**config.mk**
```make
export PLATFORM = sky130hd
export DESIGN_NAME = slc3_control_unit_flat
export DESIGN_NICKNAME = d
export VERILOG_FILES = /design/src/rtl/slc3_ctrl_pkg.sv /design/src/rtl/slc3_ctrl_if.sv /design/src/rtl/mem_wait_counter.sv /design/src/rtl/slc3_control_unit.sv /design/src/flat_wrapper.sv
export SDC_FILE = /design/constraint.sdc
export NUM_CORES = 1
export LEC_CHECK = 0
export ABC_AREA = 1
export ABC_CLOCK_PERIOD_IN_PS = 2800
export CORE_ASPECT_RATIO = 1.2
export CORE_MARGIN = 10
export CORE_UTILIZATION = 46
export CTS_CLUSTER_SIZE = 8
export DETAILED_ROUTE_END_ITERATION = 16
export PLACE_DENSITY_LB_ADDON = 0.1
export SETUP_SLACK_MARGIN = 0.5
export SYNTH_ARGS = -nofsm -noshare
export SYNTH_HDL_FRONTEND = slang
export SYNTH_SLANG_ARGS = --single-unit
```
**constraint.sdc**
```tcl
create_clock -name Clk -period 2.8 [get_ports Clk]
set_clock_uncertainty 0.15 [all_clocks]
set_input_delay 0.42 -clock Clk [delete_from_list [all_inputs] [get_ports Clk]]
set_output_delay 0.42 -clock Clk [all_outputs]
set_load 0.02 [all_outputs]
```
**src/rtl/slc3_ctrl_pkg.sv**
```systemverilog
// Shared types for the SLC-3 control unit: FSM states, opcodes, mux/ALU encodings
// and the bundled control word produced each cycle.
package slc3_ctrl_pkg;

  typedef enum logic [4:0] {
    ST_HALTED, ST_S18, ST_S33, ST_S35, ST_S32,
    ST_S01, ST_S05, ST_S09, ST_S00, ST_S22,
    ST_S12, ST_S04, ST_S21, ST_S06, ST_S25,
    ST_S27, ST_S07, ST_S23, ST_S16, ST_P1, ST_P2
  } state_t;

  localparam logic [3:0] OP_ADD   = 4'b0001;
  localparam logic [3:0] OP_AND   = 4'b0101;
  localparam logic [3:0] OP_NOT   = 4'b1001;
  localparam logic [3:0] OP_BR    = 4'b0000;
  localparam logic [3:0] OP_JMP   = 4'b1100;
  localparam logic [3:0] OP_JSR   = 4'b0100;
  localparam logic [3:0] OP_LDR   = 4'b0110;
  localparam logic [3:0] OP_STR   = 4'b0111;
  localparam logic [3:0] OP_PAUSE = 4'b1101;

  typedef enum logic [1:0] {
    PCMUX_INC  = 2'd0,
    PCMUX_BUS  = 2'd1,
    PCMUX_ADDR = 2'd2
  } pcmux_t;

  typedef enum logic [1:0] {
    ADDR2_ZERO  = 2'd0,
    ADDR2_OFF6  = 2'd1,
    ADDR2_OFF9  = 2'd2,
    ADDR2_OFF11 = 2'd3
  } addr2mux_t;

  typedef enum logic [1:0] {
    ALUK_ADD   = 2'd0,
    ALUK_AND   = 2'd1,
    ALUK_NOT   = 2'd2,
    ALUK_PASSA = 2'd3
  } aluk_t;

  typedef struct packed {
    logic      ld_mar;
    logic      ld_mdr;
    logic      ld_ir;
    logic      ld_ben;
    logic      ld_cc;
    logic      ld_reg;
    logic      ld_pc;
    logic      ld_led;
    logic      gate_pc;
    logic      gate_mdr;
    logic      gate_alu;
    logic      gate_marmux;
    pcmux_t    pcmux;
    addr2mux_t addr2mux;
    aluk_t     aluk;
    logic      drmux;
    logic      sr1mux;
    logic      sr2mux;
    logic      addr1mux;
    logic      mio_en;
    logic      mem_ce;
    logic      mem_ub;
    logic      mem_lb;
    logic      mem_oe;
    logic      mem_we;
  } ctrl_t;

  // Quiescent control word: nothing loads or drives, SRAM strobes deasserted (high).
  function automatic ctrl_t ctrl_idle();
    ctrl_t c;
    c        = '0;
    c.mem_ce = 1'b1;
    c.mem_ub = 1'b1;
    c.mem_lb = 1'b1;
    c.mem_oe = 1'b1;
    c.mem_we = 1'b1;
    return c;
  endfunction

endpackage

```
**src/rtl/slc3_ctrl_if.sv**
```systemverilog
// Datapath-facing bundle of the SLC-3 control unit: instruction fields in,
// register loads, bus gates, mux selects and SRAM strobes out.
interface slc3_ctrl_if;
  logic       Run;
  logic       Continue;
  logic [3:0] Opcode;
  logic       IR_5;
  logic       IR_11;
  logic       BEN;

  logic       LD_MAR, LD_MDR, LD_IR, LD_BEN, LD_CC, LD_REG, LD_PC, LD_LED;
  logic       GatePC, GateMDR, GateALU, GateMARMUX;
  logic [1:0] PCMUX;
  logic [1:0] ADDR2MUX;
  logic [1:0] ALUK;
  logic       DRMUX, SR1MUX, SR2MUX, ADDR1MUX, MIO_EN;
  logic       Mem_CE, Mem_UB, Mem_LB, Mem_OE, Mem_WE;

  modport master (
    input  Run, Continue, Opcode, IR_5, IR_11, BEN,
    output LD_MAR, LD_MDR, LD_IR, LD_BEN, LD_CC, LD_REG, LD_PC, LD_LED,
    output GatePC, GateMDR, GateALU, GateMARMUX,
    output PCMUX, ADDR2MUX, ALUK, DRMUX, SR1MUX, SR2MUX, ADDR1MUX, MIO_EN,
    output Mem_CE, Mem_UB, Mem_LB, Mem_OE, Mem_WE
  );

  modport slave (
    output Run, Continue, Opcode, IR_5, IR_11, BEN,
    input  LD_MAR, LD_MDR, LD_IR, LD_BEN, LD_CC, LD_REG, LD_PC, LD_LED,
    input  GatePC, GateMDR, GateALU, GateMARMUX,
    input  PCMUX, ADDR2MUX, ALUK, DRMUX, SR1MUX, SR2MUX, ADDR1MUX, MIO_EN,
    input  Mem_CE, Mem_UB, Mem_LB, Mem_OE, Mem_WE
  );
endinterface

```
**src/rtl/mem_wait_counter.sv**
```systemverilog
// Counts the cycles an SRAM access has been held; done marks the final cycle
// of a MEM_WAIT-cycle access.
module mem_wait_counter #(
  parameter int MEM_WAIT = 2
) (
  input  logic clk,
  input  logic reset,
  input  logic clear,
  input  logic enable,
  output logic done
);

  localparam logic [2:0] LAST = 3'(MEM_WAIT - 1);

  logic [2:0] count;

  always_ff @(posedge clk) begin
    if (reset || clear) begin
      count <= '0;
    end else if (enable) begin
      count <= count + 3'd1;
    end
  end

  assign done = enable && (count == LAST);

endmodule

```
**src/rtl/slc3_control_unit.sv**
```systemverilog
// SLC-3 instruction sequencer: fetch, decode and execute FSM with Moore outputs
// decoded from the current state and the memory wait counter.
module slc3_control_unit
  import slc3_ctrl_pkg::*;
#(
  parameter int MEM_WAIT = 2
) (
  input  logic        Clk,
  input  logic        Reset_ah,
  slc3_ctrl_if.master bus
);

  state_t state, state_next;
  ctrl_t  c;
  logic   in_mem, wait_clear, wait_done;

  // The counter idles at zero outside the access states, so every access starts fresh.
  assign in_mem     = (state == ST_S33) || (state == ST_S25) || (state == ST_S16);
  assign wait_clear = !in_mem;

  mem_wait_counter #(.MEM_WAIT(MEM_WAIT)) u_wait (
    .clk    (Clk),
    .reset  (Reset_ah),
    .clear  (wait_clear),
    .enable (in_mem),
    .done   (wait_done)
  );

  always_ff @(posedge Clk) begin
    if (Reset_ah) begin
      state <= ST_HALTED;
    end else begin
      state <= state_next;
    end
  end

  always_comb begin
    state_next = state;
    c          = ctrl_idle();
    case (state)
      ST_HALTED: if (bus.Run) state_next = ST_S18;
      ST_S18: begin
        c.gate_pc  = 1'b1;
        c.ld_mar   = 1'b1;
        c.ld_pc    = 1'b1;
        c.pcmux    = PCMUX_INC;
        state_next = ST_S33;
      end
      ST_S33, ST_S25: begin
        c.mem_ce = 1'b0;
        c.mem_oe = 1'b0;
        c.mem_ub = 1'b0;
        c.mem_lb = 1'b0;
        c.mio_en = 1'b1;
        c.ld_mdr = wait_done;
        if (wait_done) begin
          if (state == ST_S33) state_next = ST_S35;
          else                 state_next = ST_S27;
        end
      end
      ST_S35: begin
        c.gate_mdr = 1'b1;
        c.ld_ir    = 1'b1;
        state_next = ST_S32;
      end
      ST_S32: begin
        c.ld_ben = 1'b1;
        case (bus.Opcode)
          OP_ADD:   state_next = ST_S01;
          OP_AND:   state_next = ST_S05;
          OP_NOT:   state_next = ST_S09;
          OP_BR:    state_next = ST_S00;
          OP_JMP:   state_next = ST_S12;
          OP_JSR:   state_next = ST_S04;
          OP_LDR:   state_next = ST_S06;
          OP_STR:   state_next = ST_S07;
          OP_PAUSE: state_next = ST_P1;
          default:  state_next = ST_S18;
        endcase
      end
      ST_S01, ST_S05, ST_S09: begin
        c.sr1mux   = 1'b1;
        c.gate_alu = 1'b1;
        c.ld_reg   = 1'b1;
        c.ld_cc    = 1'b1;
        if (state == ST_S09) begin
          c.aluk = ALUK_NOT;
        end else begin
          c.sr2mux = bus.IR_5;
          if (state == ST_S05) c.aluk = ALUK_AND;
          else                 c.aluk = ALUK_ADD;
        end
        state_next = ST_S18;
      end
      ST_S00: state_next = bus.BEN ? ST_S22 : ST_S18;
      ST_S22, ST_S21: begin
        c.addr1mux = 1'b0;
        c.addr2mux = (state == ST_S22) ? ADDR2_OFF9 : ADDR2_OFF11;
        c.pcmux    = PCMUX_ADDR;
        c.ld_pc    = 1'b1;
        state_next = ST_S18;
      end
      ST_S12: begin
        c.sr1mux   = 1'b1;
        c.aluk     = ALUK_PASSA;
        c.gate_alu = 1'b1;
        c.pcmux    = PCMUX_BUS;
        c.ld_pc    = 1'b1;
        state_next = ST_S18;
      end
      // Only JSR (IR_11=1) is implemented; JSRR falls through as a no-op.
      ST_S04: begin
        if (bus.IR_11) begin
          c.gate_pc  = 1'b1;
          c.drmux    = 1'b1;
          c.ld_reg   = 1'b1;
          state_next = ST_S21;
        end else begin
          state_next = ST_S18;
        end
      end
      ST_S06, ST_S07: begin
        c.sr1mux      = 1'b1;
        c.addr1mux    = 1'b1;
        c.addr2mux    = ADDR2_OFF6;
        c.gate_marmux = 1'b1;
        c.ld_mar      = 1'b1;
        if (state == ST_S06) state_next = ST_S25;
        else                 state_next = ST_S23;
      end
      ST_S27: begin
        c.gate_mdr = 1'b1;
        c.ld_reg   = 1'b1;
        c.ld_cc    = 1'b1;
        state_next = ST_S18;
      end
      ST_S23: begin
        c.sr1mux   = 1'b0;
        c.aluk     = ALUK_PASSA;
        c.gate_alu = 1'b1;
        c.ld_mdr   = 1'b1;
        c.mio_en   = 1'b0;
        state_next = ST_S16;
      end
      ST_S16: begin
        c.mem_ce = 1'b0;
        c.mem_we = 1'b0;
        c.mem_ub = 1'b0;
        c.mem_lb = 1'b0;
        if (wait_done) state_next = ST_S18;
      end
      ST_P1: begin
        c.ld_led = 1'b1;
        if (bus.Continue) state_next = ST_P2;
      end
      ST_P2: if (!bus.Continue) state_next = ST_S18;
      default: state_next = ST_HALTED;
    endcase
  end

  assign bus.LD_MAR     = c.ld_mar;
  assign bus.LD_MDR     = c.ld_mdr;
  assign bus.LD_IR      = c.ld_ir;
  assign bus.LD_BEN     = c.ld_ben;
  assign bus.LD_CC      = c.ld_cc;
  assign bus.LD_REG     = c.ld_reg;
  assign bus.LD_PC      = c.ld_pc;
  assign bus.LD_LED     = c.ld_led;
  assign bus.GatePC     = c.gate_pc;
  assign bus.GateMDR    = c.gate_mdr;
  assign bus.GateALU    = c.gate_alu;
  assign bus.GateMARMUX = c.gate_marmux;
  assign bus.PCMUX      = c.pcmux;
  assign bus.ADDR2MUX   = c.addr2mux;
  assign bus.ALUK       = c.aluk;
  assign bus.DRMUX      = c.drmux;
  assign bus.SR1MUX     = c.sr1mux;
  assign bus.SR2MUX     = c.sr2mux;
  assign bus.ADDR1MUX   = c.addr1mux;
  assign bus.MIO_EN     = c.mio_en;
  assign bus.Mem_CE     = c.mem_ce;
  assign bus.Mem_UB     = c.mem_ub;
  assign bus.Mem_LB     = c.mem_lb;
  assign bus.Mem_OE     = c.mem_oe;
  assign bus.Mem_WE     = c.mem_we;

endmodule

```
**src/flat_wrapper.sv**
```systemverilog
// flat-port wrapper written by rule: the top's interface ports become plain ports
module slc3_control_unit_flat import slc3_ctrl_pkg::*;
#(
  parameter int MEM_WAIT = 2
)
  (Clk, Reset_ah, bus_Run, bus_Continue, bus_Opcode, bus_IR_5, bus_IR_11, bus_BEN, bus_LD_MAR, bus_LD_MDR, bus_LD_IR, bus_LD_BEN, bus_LD_CC, bus_LD_REG, bus_LD_PC, bus_LD_LED, bus_GatePC, bus_GateMDR, bus_GateALU, bus_GateMARMUX, bus_PCMUX, bus_ADDR2MUX, bus_ALUK, bus_DRMUX, bus_SR1MUX, bus_SR2MUX, bus_ADDR1MUX, bus_MIO_EN, bus_Mem_CE, bus_Mem_UB, bus_Mem_LB, bus_Mem_OE, bus_Mem_WE);
  slc3_ctrl_if bus_i ();
  input  logic Clk;
  input  logic Reset_ah;
  input wire logic [$bits(bus_i.Run)-1:0] bus_Run;
  input wire logic [$bits(bus_i.Continue)-1:0] bus_Continue;
  input wire logic [$bits(bus_i.Opcode)-1:0] bus_Opcode;
  input wire logic [$bits(bus_i.IR_5)-1:0] bus_IR_5;
  input wire logic [$bits(bus_i.IR_11)-1:0] bus_IR_11;
  input wire logic [$bits(bus_i.BEN)-1:0] bus_BEN;
  output wire logic [$bits(bus_i.LD_MAR)-1:0] bus_LD_MAR;
  output wire logic [$bits(bus_i.LD_MDR)-1:0] bus_LD_MDR;
  output wire logic [$bits(bus_i.LD_IR)-1:0] bus_LD_IR;
  output wire logic [$bits(bus_i.LD_BEN)-1:0] bus_LD_BEN;
  output wire logic [$bits(bus_i.LD_CC)-1:0] bus_LD_CC;
  output wire logic [$bits(bus_i.LD_REG)-1:0] bus_LD_REG;
  output wire logic [$bits(bus_i.LD_PC)-1:0] bus_LD_PC;
  output wire logic [$bits(bus_i.LD_LED)-1:0] bus_LD_LED;
  output wire logic [$bits(bus_i.GatePC)-1:0] bus_GatePC;
  output wire logic [$bits(bus_i.GateMDR)-1:0] bus_GateMDR;
  output wire logic [$bits(bus_i.GateALU)-1:0] bus_GateALU;
  output wire logic [$bits(bus_i.GateMARMUX)-1:0] bus_GateMARMUX;
  output wire logic [$bits(bus_i.PCMUX)-1:0] bus_PCMUX;
  output wire logic [$bits(bus_i.ADDR2MUX)-1:0] bus_ADDR2MUX;
  output wire logic [$bits(bus_i.ALUK)-1:0] bus_ALUK;
  output wire logic [$bits(bus_i.DRMUX)-1:0] bus_DRMUX;
  output wire logic [$bits(bus_i.SR1MUX)-1:0] bus_SR1MUX;
  output wire logic [$bits(bus_i.SR2MUX)-1:0] bus_SR2MUX;
  output wire logic [$bits(bus_i.ADDR1MUX)-1:0] bus_ADDR1MUX;
  output wire logic [$bits(bus_i.MIO_EN)-1:0] bus_MIO_EN;
  output wire logic [$bits(bus_i.Mem_CE)-1:0] bus_Mem_CE;
  output wire logic [$bits(bus_i.Mem_UB)-1:0] bus_Mem_UB;
  output wire logic [$bits(bus_i.Mem_LB)-1:0] bus_Mem_LB;
  output wire logic [$bits(bus_i.Mem_OE)-1:0] bus_Mem_OE;
  output wire logic [$bits(bus_i.Mem_WE)-1:0] bus_Mem_WE;
  assign bus_i.Run = bus_Run;
  assign bus_i.Continue = bus_Continue;
  assign bus_i.Opcode = bus_Opcode;
  assign bus_i.IR_5 = bus_IR_5;
  assign bus_i.IR_11 = bus_IR_11;
  assign bus_i.BEN = bus_BEN;
  assign bus_LD_MAR = bus_i.LD_MAR;
  assign bus_LD_MDR = bus_i.LD_MDR;
  assign bus_LD_IR = bus_i.LD_IR;
  assign bus_LD_BEN = bus_i.LD_BEN;
  assign bus_LD_CC = bus_i.LD_CC;
  assign bus_LD_REG = bus_i.LD_REG;
  assign bus_LD_PC = bus_i.LD_PC;
  assign bus_LD_LED = bus_i.LD_LED;
  assign bus_GatePC = bus_i.GatePC;
  assign bus_GateMDR = bus_i.GateMDR;
  assign bus_GateALU = bus_i.GateALU;
  assign bus_GateMARMUX = bus_i.GateMARMUX;
  assign bus_PCMUX = bus_i.PCMUX;
  assign bus_ADDR2MUX = bus_i.ADDR2MUX;
  assign bus_ALUK = bus_i.ALUK;
  assign bus_DRMUX = bus_i.DRMUX;
  assign bus_SR1MUX = bus_i.SR1MUX;
  assign bus_SR2MUX = bus_i.SR2MUX;
  assign bus_ADDR1MUX = bus_i.ADDR1MUX;
  assign bus_MIO_EN = bus_i.MIO_EN;
  assign bus_Mem_CE = bus_i.Mem_CE;
  assign bus_Mem_UB = bus_i.Mem_UB;
  assign bus_Mem_LB = bus_i.Mem_LB;
  assign bus_Mem_OE = bus_i.Mem_OE;
  assign bus_Mem_WE = bus_i.Mem_WE;
  slc3_control_unit #(.MEM_WAIT(MEM_WAIT)) u_core (.Clk(Clk), .Reset_ah(Reset_ah), .bus(bus_i));
endmodule
```
# == Word level (Yosys, flattened, before mapping) ==
# Memory sizes are Yosys's and may differ from the RTL's.
# Cells that the tools add are included.
# totals
register_bits,8
rom_bits,80
word_cells,87
mem_count,1
# classes
n_eq_ne,26
reduce_logical,20
mux,37
addsub,1
# memory_table
name,words,width,read_ports,rd_clocked_by_memory_dff,write_ports,line,text
(name not given),16,5,1,0,0,slc3_control_unit.sv:68,case (bus.Opcode)
# op_table
cell,n
$pmux W5 S13,1
$eq A5 B4 Y1 const B,8
$mux W5,6
$eq A5 B5 Y1 const B,5
$eq A5 B3 Y1 const B,4
$mux W1,19
$mux W4,3
$pmux W2 S2,3
$eq A5 B2 Y1 const B,2
$reduce_or A2 Y1,5
$reduce_or A3 Y1,3
$reduce_or A4 Y1,2
$reduce_or A7 Y1,1
$ne A2 B2 Y1 const B,3
$pmux W1 S2,3
$reduce_or A6 Y1,1
$eq A5 B1 Y1 const B,1
$logic_not A5 Y1,1
$reduce_and A5 Y1,1
$reduce_or A5 Y1,1
$ne A2 B1 Y1 const B,2
$add A3 B1 Y3 const B,1
$eq A3 B1 Y1 const B,1
$logic_or A1 B1 Y1,3
4 further kinds,4

# == Logic depth before layout (Yosys ltp) ==
# Gate-level depths: netlist of run 1.
# depth
depth_word,6
depth_mapped,11
depth_no_buf,11

# == Modules after synthesis ==
# From an unflattened synthesis of run 1, not the netlist that was laid out.
# unflattened
hier_cells,173
area_unflattened_um2,979.7
# by_module_without_submodules
module,cells_per_inst,n_inst,area_per_inst_um2
slc3_control_unit,149,1,818.3
mem_wait_counter,24,1,161.4

# == Least setup slack after synthesis of run 1 ==
# Ideal clock, no wire load.
# synth_path
path_type,flip-flop to output port
from,reg u_core.state[4]
to,out bus_LD_MDR
path_slack_ns,0.834
stages_incl_launch_ff,6
t_arrival_ns,1.396
path_cell_list,dfxtp_1 -> inv_4 -> nand3_2 -> nor2_4 -> inv_4 -> o21ai_0
# synth_between
elab_chain_len,5
# synth_rtl
item,line,text
start: declaration,slc3_control_unit.sv:13,"state_t state, state_next;"
start signal: assignment,slc3_control_unit.sv:33,state <= state_next;
$eq A5 B2 Y1 or $eq A5 B4 Y1 (tied branches),"slc3_control_unit.sv:18, slc3_control_unit.sv:40",
$logic_or A1 B1 Y1 (2 in series),slc3_control_unit.sv:18,assign in_mem = (state == ST_S33) || (state == ST_S25) || (state == ST_S16);
$logic_and A1 B1 Y1,mem_wait_counter.sv:25,assign done = enable && (count == LAST);
$pmux W1 S2 *,slc3_control_unit.sv:40,case (state)
end: declaration,flat_wrapper.sv:17,output wire logic [$bits(bus_i.LD_MDR)-1:0] bus_LD_MDR;
# Every way passes the cells marked *; elsewhere a longest branch is shown, timed or not.

# == Final worst setup path of run 1 ==
# layout_path
from,reg u_core.state[4]
to,out bus_MIO_EN
# layout_between
elab_chain_len,3
# layout_rtl
item,line,text
$eq A5 B4 Y1 or $eq A5 B2 Y1 (tied branches),slc3_control_unit.sv:40,
$reduce_or A2 Y1 *,slc3_control_unit.sv:40,
$mux W1 *,slc3_control_unit.sv:40,
end: declaration,flat_wrapper.sv:35,output wire logic [$bits(bus_i.MIO_EN)-1:0] bus_MIO_EN;
# Marked as above.

==> flow_summary.toml, run 1 <==
[power_and_ir_drop]
leakagePower_uw = 0.0008261
clkPwrFrac_pct = 22.1
p_seq_share_pct = 34.6
total_power_uw = 367.9
power.density_nw_per_um2 = 261.1
switching_share_pct = 37.55
p_switching_uw = 138.2
combinationalPowerShare_pct = 43.3
p_int_uw = 229.7
vdd_drop_max_v = 0.0003637

[yosys]
syn_avg_cell_area_um2 = 5.951
synth_compound_area_share_pct = 12.44
synthXorXnorAreaFrac_pct = 0.8974
synthAdderAreaFrac_pct = 7.692
synth.cell_area_um2 = 975.9
yosys_register_bits = 8
synth_mux_area_share_pct = 0
seq_area_frac_synth_pct = 16.41
synth_warnings = 0
synth_cells = 164
synth_top_family_by_area = "simple AND/OR/NAND/NOR gates"
syn_nets = 181
ys_types = 24
synthSimpleGateAreaFrac_pct = 47.82

[global_route]
grt_pass1_vias = 1067
use_met2_pct = 25.68
grtUsageTotal_pct = 13.57
grt_pass1_wl_um = 4774
met1_usage_pct = 14.49
grt_max_degree = 10
antenna_found_initial = 0
grt_util_met3_pct = 2.170
grt_overflow = 0
gr-max-usage-layer = "met2"

[critical_path]
arrival_ps = 1650
critPathMaxFanout = 9
critical_path_required_ps = 2230
start_kind = "flip-flop"
critPathKind = "reg2out"
endpoint_kind = "primary output"

[final_layout]
fill_cells = 194
diodes = 0
area.sequential_um2 = 168.9
multiInputGateArea_um2 = 691.9
area_delta_synth_final_pct = 44.36
layout.nets = 221
drive_above_1_share_pct = 23.27

[clock_network]
cts_htree_levels = 1
clkLatencyLatePin_ps = 240
cts_tree = "done"
clock-sinks = 8
cts-root-buf = "clkbuf_4"
cts_buffers = 3
clk_pin_slew_ps = 50
clock_path_buffers = 2
postCtsSetupRepairBufs = 0

[timing]
report.final.slew_viol_count = 0
worst_slack_ps = 579.7
grt_setup_unrepaired = "no"
post-route-period-util_pct = 79.30
fmax_ghz = 0.4504
fin_setup_tns_ps = 0
finalHoldViolCount = 0
final-setup-viol-count = 0
tightestPinTransition_ps = 270.2
layout_min_cycle_time_ps = 2220
slew_headroom_pct = 81.95

[drt]
via_per_inst = 4.978
vias = 1155
avgRoutedWirePerCell_um = 12.58
drc = 0
wl_um = 2919
drt_pass1_iterations = 4
postRouteAntennaNets = 0
drt_iter0_markers = 31

[flow_run]
drv_cap = 0

[placement]
io_buffers = 38
dp_hpwl_um = 2488
pre_cts_ws_ps = 305.4
place.gp.congestion = 0.9656

[die]
die_area_um2 = 4371
initial_core_util_pct = 47.62
fp.dieH_um = 70.46
io_pins = 39
core_area_um2 = 2049
dieWidth_um = 62.05
row_count = 18

[run_status]
status = "finished clean"

[worst_hold_path]
min-delay-path-class = "reg2reg"
[final timing paths]
path,from,to,slack [ps],depth (start not counted)
max reg2reg,u_core.state[1],u_core.state[0],1270,9
min,u_core.u_wait.count[0],u_core.u_wait.count[0],310,1
max,u_core.state[4],bus_MIO_EN,580,4
min reg2reg,u_core.u_wait.count[0],u_core.u_wait.count[0],310,1
[power by group through the flow]
| stage | sequential (uW) | combinational, uW | clock, uW |
|---|---|---|---|
| 2_1_floorplan | 127 | 102 | 0 |
| 3_3_place_gp | 128 | 162 | 0 |
| 3_5_place_dp | 128 | 162 | 0 |
| 4_1_cts | 127 | 159 | 85.8 |
| 5_1_grt | 128 | 176 | 95.7 |
| 6_report | 127 | 159 | 81.1 |
[cell usage after synthesis]
| library cell | number | area share (%) |
|---|---|---|
| a31oi_1 | 1 | 0.64 |
| inv_2 | 8 | 3.1 |
| nand3_1 | 11 | 5.6 |
| o21ai_1 | 3 | 1.5 |
| inv_4 | 2 | 1.3 |
| dfxtp_1 | 8 | 16 |
| ha_1 | 6 | 7.7 |
| nand3_2 | 4 | 4.1 |
| o21ai_0 | 7 | 3.6 |
| a21oi_1 | 7 | 3.6 |
| inv_1 | 21 | 8.1 |
| nand2_4 | 1 | 1.2 |
| xnor2_1 | 1 | 0.90 |
| nand2_2 | 6 | 3.8 |
| o22ai_1 | 1 | 0.64 |
| a21oi_4 | 1 | 1.7 |
| nand2_1 | 43 | 17 |
| buf_4 | 3 | 2.3 |
| nor2_2 | 8 | 5.1 |
| o211ai_1 | 1 | 0.77 |
| nor2_4 | 3 | 3.5 |
| nand4_1 | 2 | 1.3 |
| or2_4 | 1 | 0.90 |
| nor2_1 | 15 | 5.8 |
[through the flow]
| step | instances | utilization, % | area, um^2 | hold slack, ps |
|---|---|---|---|---|
| finish | 232 | 68.74 | 1409 | 313.9 |
| global route | 232 | 68.74 | 1409 | 344.3 |
| CTS | 232 | 68.13 | 1396 | 322.5 |
| detailed placement | 229 | 66.91 | 1371 | 308.1 |
| global placement | 229 | 66.91 | 1371 | 289.0 |
| floorplan | 164 | - | 975.9 | 281.1 |
[state kept, by name, indices dropped and copies added (netlist names)]
register and cells:
u_core.state 5, u_core.u_wait.count 3
[area by class of cell]
cell class | instances | area share, %
Multi-Input combinational cell | 122 | 49.11
Timing Repair Buffer | 38 | 26.02
Sequential cell | 8 | 11.99
Inverter | 31 | 8.615
Tap cell | 30 | 2.664
Clock buffer | 3 | 1.599
[per-layer routing]
metal | share of wire, % | wire, um
met1 | 39 | 1136
met2 | 53 | 1557
met3 | 5.1 | 150
met4 | 2.6 | 75
met5 | 0 | 0
[critical path: stages (launching register included)]
cell,delay [ps]
dfxtp_4,380
inv_4,130
nand3_2,100
nor2_4,160
clkdlybuf4s50_1,640
[layout by cell type, fill, tap and decap left out, types with 2 or more instances in the layout]
cell type | Yosys | routed
a21oi_1 | 7 | 5
a21oi_2 | 0 | 2
clkbuf_2 | 0 | 2
clkbuf_4 | 0 | 3
clkdlybuf4s15_1 | 0 | 2
clkdlybuf4s50_1 | 0 | 13
dfxtp_1 | 8 | 3
dfxtp_2 | 0 | 4
dlygate4sd2_1 | 0 | 15
dlymetal6s2s_1 | 0 | 6
ha_1 | 6 | 6
inv_1 | 21 | 21
inv_2 | 8 | 8
inv_4 | 2 | 2
nand2_1 | 43 | 42
nand2_2 | 6 | 7
nand3_1 | 11 | 11
nand3_2 | 4 | 4
nand4_1 | 2 | 2
nor2_1 | 15 | 15
nor2_2 | 8 | 6
nor2_4 | 3 | 5
o21ai_0 | 7 | 7
o21ai_1 | 3 | 3
[logic make-up (layout without fill, tap and decap cells)]
family,Yosys count,count (layout)
adders and majority gates,6,6
and+or+nand+nor,94,94
xor gates and xnor gates,1,1
AOI/OAI and AO/OA,21,21
DFF,8,8
buffers and inverters,34,72
[what timing repair did]
| action | 4_1_cts | 5_1_grt |
|---|---|---|
| hold buffers | 0 | 0 |
| endpoints found under the hold margin | 0 | 0 |
| gates cloned | 0 | 0 |
| resized for setup | 29 | 14 |
| endpoints found under the setup margin | 27 | 11 |
Power figures use the tool's default switching activity.
==> inputs of run 2 (changes only) <==
ABC_CLOCK_PERIOD_IN_PS = 1900   (was 2800)
CORE_UTILIZATION = 39   (was 46)
clock period = 1.9 ns   (was 2.8 ns; I/O delays follow)
==> run 2 against run 1 <==
Hold slack lost 4.6 ps. Sequential power increased by 49%. Clock power is 81% higher. Sequential share of layout area is 3.6 points lower. Global-route usage rose by 1.7 points. Design area increased by 51%. Die area up 12%. First-iteration DRC count grew to 3.4 times the previous value. Critical path depth rose by 2. Largest power group unchanged.
==> flow_summary.toml, run 2 (synthesis gave the netlist of run 1 again) <==
[critical_path]
critPathMaxFanout = 5
critPathKind = "reg2out"
endpoint_kind = "primary output"
start_kind = "flip-flop"
critical_path_required_ps = 1460
arrival_ps = 1460

[flow_run]
drv_cap = 0

[final_layout]
mostFrequentLayoutCell = "buf_4"
layout_common_cells = "buf_4 (42), buf_6 (32), nand2_1 (30)"
top_regs = "u_core.state (5), u_core.u_wait.count (3)"
area_delta_synth_final_pct = 117.4
layout.nets = 268
largest_register_ffs = 5
drive_above_1_share_pct = 65.60
diodes = 0
post-route-cell-area_um2 = 2122
regMostFlops = "u_core.state"

[power_and_ir_drop]
vdd_drop_max_v = 0.0004514
leakagePower_uw = 0.001050
total_power_uw = 745.1
power.density_nw_per_um2 = 351.1

[timing]
slew_headroom_pct = 75.06
grt_setup_unrepaired = "yes"
fmax_ghz = 0.5281
post-route-period-util_pct = 99.66
final-setup-viol-count = 0
tightestPinTransition_ps = 373.0
report.final.slew_viol_count = 0
layout_min_cycle_time_ps = 1894
finalHoldViolCount = 0

[die]
dieWidth_um = 65.67
io_pins = 39
fp.dieH_um = 74.80
core_area_um2 = 2354
die_area_um2 = 4912
row_count = 19
initial_core_util_pct = 41.47

[global_route]
grt_pass1_vias = 1326
antenna_found_initial = 0
grtUsageTotal_pct = 15.31
grt_pass1_wl_um = 6147
grt_max_degree = 7
grt_overflow = 0

[worst_hold_path]
min-delay-path-class = "reg2reg"

[run_status]
status = "finished clean"

[clock_network]
clk_pin_slew_ps = 70
clock-sinks = 8
cts_htree_levels = 1
cts-root-buf = "clkbuf_4"
cts_hold_buf = 0
cts_tree = "done"
clkLatencyLatePin_ps = 270
cts_buffers = 3
clock_path_buffers = 2

[drt]
drc = 0
wl_um = 5059
drt_iter0_markers = 104
avgRoutedWirePerCell_um = 18.00
vias = 1562
drt_pass1_iterations = 7
via_per_inst = 5.559
postRouteAntennaNets = 0

[placement]
place.gp.congestion = 0.8796
io_buffers = 38
placed_area_um2 = 1672
dp_hpwl_um = 2933
-- run 2: cell count changes in the layout (fill, tap and decap cells not counted), moves of 5 or more --
cell,before,now
nand3_4,0,5
inv_4,2,8
nor2_4,5,13
nand2_4,1,7
dlygate4sd2_1,15,0
inv_1,21,12
buf_6,0,32
nand2_1,42,30
nand2_2,7,12
nor2_1,15,6
o21ai_0,7,2
dlymetal6s2s_1,6,0
buf_4,0,42
-- run 2: report_power, final --
part,switching (uW),internal (uW),total [uW]
sequential,17.1,172,189
combinational,229,179,409
clock,66.6,80.6,147
total,313,432,745
-- run 2: final cells by class --
cell class                 instances  area, um^2
clock buffer                       4       26.28
tap                               31       38.79
fill                             112       231.5
sequential                         8       178.9
inverter                          31       148.9
timing repair buffer              85       780.7
multi-input combinational        122       948.4
-- run 2: what timing repair did --
action,CTS,global route
resized for setup,177,52
pin swaps,7,19
endpoints found under the setup margin,36,36
setup buffers,7,14
endpoints found under the hold margin,0,0
-- run 2: path summary, 6_finish.rpt --
| path | start | to | slack [ps] | depth (start not counted) |
|---|---|---|---|---|
| hold reg to reg | u_core.u_wait.count[0] | u_core.u_wait.count[0] | 310 | 1 |
| hold / removal | u_core.u_wait.count[0] | u_core.u_wait.count[0] | 310 | 1 |
| setup reg to reg | u_core.state[2] | u_core.state[1] | 180 | 9 |
| setup / recovery | u_core.state[0] | bus_ADDR2MUX[0] | 6 | 6 |
-- run 2: critical path: stages (launching register included) --
cell	delay [ps]
dfxtp_4	390
nor2_4	210
nand2_4	90
nor2_4	150
a21oi_4	60
o21ai_1	110
buf_4	170
-- run 2: per-layer routing --
metal / vias to the layer above / track usage (%) / wire length (um)
li1: 685 / - / -
met1: 725 / 15.86 / 1706
met2: 114 / 28.92 / 2564
met3: 38 / 5.045 / 474
met4: 0 / 3.571 / 313
met5: - / 0 / 0
-- run 2: metrics by stage --
stage               utilization (%)  instances  setup TNS [ps]  hold WS, ps  setup WS (ps)
detailed placement            71.03        256           -1829        305.1         -139.9
global placement              71.03        256           -1632        293.8         -120.5
floorplan                         -        164               0        194.4          359.5
CTS                           78.04        267               0        315.6          95.78
finish                        90.16        281               0        309.3          6.493
global route                  90.16        281          -38.95        335.9         -21.38
